--- src/rtl/aes_pkg.sv ---
// Shared types and helpers for the AES plaintext front end.
// Holds the native block size, packer state encoding and PKCS#7 pad helper.
package aes_pkg;

    localparam int AES_BLOCK_BYTES = 16;

    typedef enum logic {
        FILL,
        PAD_BLK
    } state_e;

    // Pad value when the last data byte sits at idx.
    function automatic logic [7:0] pkcs7_fill(input int block_bytes,
                                              input int idx);
        return 8'(block_bytes - 1 - idx);
    endfunction

endpackage

--- src/rtl/block_fifo.sv ---
// Generic first-word-first-out queue of fixed-width entries.
// Head entry is presented directly on rd_data; reset clears all entries.
module block_fifo #(
    parameter int WIDTH = 8,
    parameter int DEPTH = 2,
    localparam int CW = $clog2(DEPTH + 1)
) (
    input  logic             clk,
    input  logic             rst_n,
    input  logic             wr_en,
    input  logic [WIDTH-1:0] wr_data,
    input  logic             rd_en,
    output logic [WIDTH-1:0] rd_data,
    output logic             full,
    output logic             empty,
    output logic [CW-1:0]    count
);

    localparam int PW = (DEPTH > 1) ? $clog2(DEPTH) : 1;
    localparam logic [PW-1:0] PTR_MAX = PW'(DEPTH - 1);
    localparam logic [CW-1:0] CNT_MAX = CW'(DEPTH);

    logic [WIDTH-1:0] mem_q [DEPTH];
    logic [PW-1:0]    wr_ptr_q, rd_ptr_q;
    logic [CW-1:0]    cnt_q;
    logic             do_wr, do_rd;

    function automatic logic [PW-1:0] ptr_inc(input logic [PW-1:0] p);
        return (p == PTR_MAX) ? '0 : p + PW'(1);
    endfunction

    assign full    = (cnt_q == CNT_MAX);
    assign empty   = (cnt_q == '0);
    assign count   = cnt_q;
    assign rd_data = mem_q[rd_ptr_q];
    assign do_wr   = wr_en && !full;
    assign do_rd   = rd_en && !empty;

    always_ff @(posedge clk or negedge rst_n) begin
        if (!rst_n) begin
            for (int i = 0; i < DEPTH; i++) begin
                mem_q[i] <= '0;
            end
            wr_ptr_q <= '0;
            rd_ptr_q <= '0;
            cnt_q    <= '0;
        end else begin
            if (do_wr) begin
                mem_q[wr_ptr_q] <= wr_data;
                wr_ptr_q        <= ptr_inc(wr_ptr_q);
            end
            if (do_rd) begin
                rd_ptr_q <= ptr_inc(rd_ptr_q);
            end
            if (do_wr && !do_rd) begin
                cnt_q <= cnt_q + CW'(1);
            end else if (do_rd && !do_wr) begin
                cnt_q <= cnt_q - CW'(1);
            end
        end
    end

endmodule

--- src/rtl/plain_text_packer.sv ---
// Packs a plaintext byte stream into cipher-width blocks with optional
// PKCS#7 padding and queues finished blocks for the AES core.
module plain_text_packer
    import aes_pkg::*;
#(
    parameter int BLOCK_BYTES = AES_BLOCK_BYTES,
    parameter int DEPTH       = 2,
    parameter bit PAD_EN      = 1'b1
) (
    input  logic                     clk,
    input  logic                     rst_n,
    input  logic [7:0]               in_data,
    input  logic                     in_valid,
    input  logic                     in_last,
    output logic                     in_ready,
    output logic [8*BLOCK_BYTES-1:0] out_data,
    output logic                     out_valid,
    output logic                     out_last,
    input  logic                     out_ready,
    output logic [31:0]              blk_cnt
);

    localparam int IW = $clog2(BLOCK_BYTES);
    localparam int DW = 8 * BLOCK_BYTES;
    localparam int CW = $clog2(DEPTH + 1);
    localparam logic [IW-1:0] IDX_MAX  = IW'(BLOCK_BYTES - 1);
    localparam logic [7:0]    FULL_PAD = 8'(BLOCK_BYTES);

    state_e        state_q, state_d;
    logic [IW-1:0] idx_q, idx_d;
    logic [DW-1:0] asm_q, asm_d;
    logic [31:0]   blk_cnt_q;

    logic          fifo_full, fifo_empty;
    logic          push, pop, accept, at_end;
    logic [DW:0]   push_entry, head;
    logic [CW-1:0] fifo_cnt;
    logic          unused_cnt;

    assign in_ready   = (state_q == FILL) && !fifo_full;
    assign accept     = in_valid && in_ready;
    assign at_end     = (idx_q == IDX_MAX);
    assign out_valid  = !fifo_empty;
    assign pop        = out_valid && out_ready;
    assign out_data   = head[DW-1:0];
    assign out_last   = head[DW];
    assign blk_cnt    = blk_cnt_q;
    assign unused_cnt = ^fifo_cnt;

    always_comb begin
        state_d    = state_q;
        idx_d      = idx_q;
        asm_d      = asm_q;
        push       = 1'b0;
        push_entry = {1'b0, asm_q};
        if (state_q == PAD_BLK) begin
            if (!fifo_full) begin
                push       = 1'b1;
                push_entry = {1'b1, {BLOCK_BYTES{FULL_PAD}}};
                state_d    = FILL;
            end
        end else if (accept) begin
            asm_d[8*idx_q +: 8] = in_data;
            if (in_last) begin
                for (int k = 0; k < BLOCK_BYTES; k++) begin
                    if (k > int'(idx_q)) begin
                        asm_d[8*k +: 8] = PAD_EN
                            ? pkcs7_fill(BLOCK_BYTES, int'(idx_q))
                            : 8'h00;
                    end
                end
            end
            push = in_last || at_end;
            // A full final block under PKCS#7 still owes a whole pad block.
            push_entry = {in_last && !(PAD_EN && at_end), asm_d};
            if (in_last && PAD_EN && at_end) begin
                state_d = PAD_BLK;
            end
            idx_d = in_last ? '0 : idx_q + IW'(1);
        end
    end

    always_ff @(posedge clk or negedge rst_n) begin
        if (!rst_n) begin
            state_q   <= FILL;
            idx_q     <= '0;
            asm_q     <= '0;
            blk_cnt_q <= '0;
        end else begin
            state_q <= state_d;
            idx_q   <= idx_d;
            asm_q   <= asm_d;
            if (pop) begin
                blk_cnt_q <= blk_cnt_q + 32'd1;
            end
        end
    end

    block_fifo #(
        .WIDTH (DW + 1),
        .DEPTH (DEPTH)
    ) u_fifo (
        .clk     (clk),
        .rst_n   (rst_n),
        .wr_en   (push),
        .wr_data (push_entry),
        .rd_en   (pop),
        .rd_data (head),
        .full    (fifo_full),
        .empty   (fifo_empty),
        .count   (fifo_cnt)
    );

endmodule

--- config.mk ---
export PLATFORM = sky130hd
export DESIGN_NAME = plain_text_packer
export DESIGN_NICKNAME = d
export VERILOG_FILES = /design/src/rtl/aes_pkg.sv /design/src/rtl/block_fifo.sv /design/src/rtl/plain_text_packer.sv
export SDC_FILE = /design/constraint.sdc
export NUM_CORES = 1
export LEC_CHECK = 0
export CAP_MARGIN = 20
export CORE_MARGIN = 2
export CORE_UTILIZATION = 50
export CTS_BUF_LIST = sky130_fd_sc_hd__clkbuf_8
export CTS_CLUSTER_DIAMETER = 200
export DETAILED_ROUTE_END_ITERATION = 16
export GPL_TIMING_DRIVEN = 0
export HOLD_SLACK_MARGIN = 0.15
export PLACE_DENSITY = 0.75
export SETUP_SLACK_MARGIN = 0.4
export SLEW_MARGIN = 40
export SYNTH_ARGS = -nofsm -noshare
export SYNTH_HDL_FRONTEND = slang
export SYNTH_SLANG_ARGS = --single-unit
--- constraint.sdc ---
create_clock -name clk -period 5.86 [get_ports clk]
set_input_delay 1.172 -clock clk [delete_from_list [all_inputs] [get_ports clk]]
set_output_delay 1.172 -clock clk [all_outputs]
set_load 0.03 [all_outputs]
==> flow_summary.ini <==
[power]
clockPowerShare_pct = 20.6
power_frac_comb_pct = 47.7
switching_power_mw = 5.99
p_leak_nw = 10.8
peakVddDrop_uv = 301
p_seq_share_pct = 31.7
p_int_mw = 8.01
switching_share_pct = 42.8
p_per_area_mw_per_mm2 = 565

[sta]
hold-worst-slack_ns = 0.457
fin_setup_tns_ns = 0
setup_violations = 0
worst_pin_slew_ns = 1.03
finalMaxSlewViolations = 0
hold_viol = 0
finalWorstSetupSlack_ns = 1.20
slew_headroom_pct = 31.4
finalClockSkew_ns = 0.0386
grt_setup_unrepaired = false
min_period_over_period_pct = 79.5
min_period_ns = 4.66
max_freq_mhz = 215

[routing]
num_vias = 18108
drc = 0
final_antenna_net_count = 0
post_drt_wl_per_cell_microns = 27.4
wirelength_mm = 78.1
vias_per_cell = 6.35
dr.pass1.iters = 6
drtIter0Drc = 1976

[final_layout]
fill_cells = 3434
drive_above_1_share_pct = 18.6
final_core_util_pct = 60.8
area_delta_synth_final_pct = 20.3
final_area_sq_mm = 0.0248
fin_nets = 2282

[clock_tree]
cts_setup_buffers = 0
cts_tree = yes
cts_buffers = 73
cts_resized = 0
cts_num_sinks = 427
cts-root-buf = clkbuf_8
cts_buffer_depth = 3
clk_latency_ns = 0.66
path_clk_slew_ns = 0.06
holdBufCountCts = 0
cts_max_level = 3

[critical_path]
startpoint_type = register
arrival_ns = 3.49
path_class = reg2out
worstPathMaxFanout = 10
crit_required_ns = 4.69
endpoint_kind = output pin

[placement]
place_congestion = 1.05
place_area_sq_mm = 0.0232
post-dp-hpwl_mm = 57.2
portBuffers = 172
pre_cts_slack_ns = 1.25

[flow_run]
drv_cap = 0

[logic_synthesis]
synth_flop_cell = dfrtp_1
ys_ff_latch = 427
synth_edf_count = 0
syn_inst = 2009
ys_types = 87
syn_area_sq_mm = 0.0206
synthArstFlopShare_pct = 100
syn-num-nets = 2028
yosysWarnings = 0
synth.area.top_cells = dfrtp_1 (52%), mux2_2 (10%), nand2_1 (5.4%)
synth_top_area_cell = dfrtp_1
seq_area_frac_synth_pct = 51.9
synth_top_cell_area_share_pct = 51.9
avgSynthCellArea_sq_um = 10.3

[global_routing]
grt_start_max_net_pins = 76
grt_pass1_wl_mm = 115
antenna_found_initial = 0
grt_pass1_vias = 17968
gr-total-overflow = 0
grt_usage_pct = 37.0

[hold_path]
hold_class = in2async

[floorplanning]
die_h_microns = 207
die-width_microns = 207
io_pins = 176
initial_core_util_pct = 50.6
die_area_sq_mm = 0.0428
fp-row-count = 74
coreArea_sq_mm = 0.0407

[run_status]
status = finished, final reports clean
==> final timing paths <==
kind | start | end | slack [ns] | cells past startpoint
worst max-delay path | u_fifo.rd_ptr_q$_DFFE_PN0P_ | out_data[111] | 1.20 | 4
worst min-delay path | rst_n | asm_q[30]$_DFFE_PN0P_ | 0.46 | 1
worst max register to register | idx_q[0]$_DFFE_PN0P_ | u_fifo.mem_q[57]$_DFFE_PN0P_ | 1.25 | 10
worst min register to register | asm_q[83]$_DFFE_PN0P_ | asm_q[83]$_DFFE_PN0P_ | 0.47 | 1
max in group asynchronous | rst_n | u_fifo.mem_q[117]$_DFFE_PN0P_ | 3.97 | 4
min in group clk | asm_q[83]$_DFFE_PN0P_ | asm_q[83]$_DFFE_PN0P_ | 0.47 | 1
==> per-stage QoR <==
step | instances | total power [mW]
2_1_floorplan | 2009 | 8.34
3_3_place_gp | 2713 | 10.9
3_5_place_dp | 2720 | 11.0
4_1_cts | 2850 | 13.9
5_1_grt | 2850 | 14.6
6_report | 2851 | 14.0
==> area by class of cell <==
class / instances / area [sq um] / area share, %
Sequential cell: 427 / 10700 / 43.1
Multi-Input combinational cell: 1415 / 9200 / 37.1
Timing Repair Buffer: 179 / 1900 / 7.66
Clock buffer: 100 / 1380 / 5.56
Tap cell: 532 / 666 / 2.69
Buffer: 143 / 657 / 2.65
Clock inverter: 30 / 198 / 0.798
Inverter: 24 / 90.1 / 0.364
Antenna cell: 1 / 2.50 / 0.0101
==> kinds of logic after synthesis <==
| group | synth area share [%] |
|---|---|
| adders and majority gates | 0.365 |
| DFF | 51.9 |
| xor gates and xnor gates | 1.69 |
| and+or+nand+nor | 13.8 |
| muxes | 11.1 |
| buffers and inverters | 3.53 |
| AOI/OAI and AO/OA | 17.6 |
==> state kept, by name (all words and copies together) (netlist names) <==
signal	flops
asm_q	128
u_fifo.count	2
state_q	1
idx_q	4
u_fifo.rd_ptr_q	1
u_fifo.mem_q	258
u_fifo.wr_ptr_q	1
blk_cnt	32
==> synth_stat cells, drive strengths merged, types with 25 or more instances <==
| cell | n |
|---|---|
| o21ai | 185 |
| nand2 | 298 |
| a31oi | 63 |
| a22o | 38 |
| dfrtp | 427 |
| buf | 72 |
| a22oi | 25 |
| nor3 | 32 |
| nor2 | 129 |
| mux2 | 187 |
| a21o | 29 |
| clkbuf | 71 |
| nand3 | 57 |
| o31ai | 29 |
| a21oi | 65 |
==> layer usage <==
| layer | vias to the layer above | part of all wire, % | track usage (%) | wire (microns) |
|---|---|---|---|---|
| met2 | 964 | 45 | 56.4 | 35000 |
| met4 | 0 | 5.7 | 20.3 | 4450 |
| met1 | 9181 | 40 | 49.2 | 31500 |
| met5 | - | 0 | 0 | 0 |
| li1 | 7750 | - | - | - |
| met3 | 213 | 9.2 | 8.43 | 7220 |
==> critical path, cell delays in order (launching register included) <==
cell	delay, ns
dfrtp_1	0.42
clkbuf_1	0.65
clkbuf_1	0.71
mux2_2	0.45
clkdlybuf4s50_1	0.61
==> power by group through the flow <==
stage          clock, mW  combinational (mW)  sequential (mW)
2_1_floorplan          0                4.00             4.34
5_1_grt             3.03                7.01             4.54
4_1_cts             2.90                6.59             4.42
6_report            2.88                6.67             4.44
3_5_place_dp           0                6.55             4.47
3_3_place_gp           0                6.46             4.42
==> placed cells by master (no fill, tap or decap), types with 10 or more instances in the layout <==
cell type | Yosys | final
dfrtp_1 | 427 | 427
nand2_1 | 297 | 297
mux2_2 | 182 | 182
o21ai_0 | 177 | 176
clkdlybuf4s50_1 | 0 | 171
nor2_1 | 122 | 122
clkbuf_8 | 0 | 100
a31oi_1 | 63 | 63
a21oi_1 | 61 | 60
clkbuf_1 | 69 | 58
nand3_1 | 55 | 55
buf_2 | 51 | 54
inv_1 | 23 | 42
a22o_1 | 38 | 38
a21o_1 | 29 | 29
nor3_1 | 29 | 28
o31ai_1 | 28 | 28
a22oi_1 | 25 | 25
o22a_1 | 24 | 24
xnor2_1 | 23 | 23
and3_1 | 21 | 21
mux2i_1 | 18 | 18
clkbuf_2 | 2 | 16
nand4_1 | 14 | 14
and2_1 | 13 | 13
xor2_1 | 13 | 13
o211ai_1 | 10 | 10
a211oi_1 | 10 | 10
a32oi_1 | 10 | 10
Power figures use the tool's default switching activity.
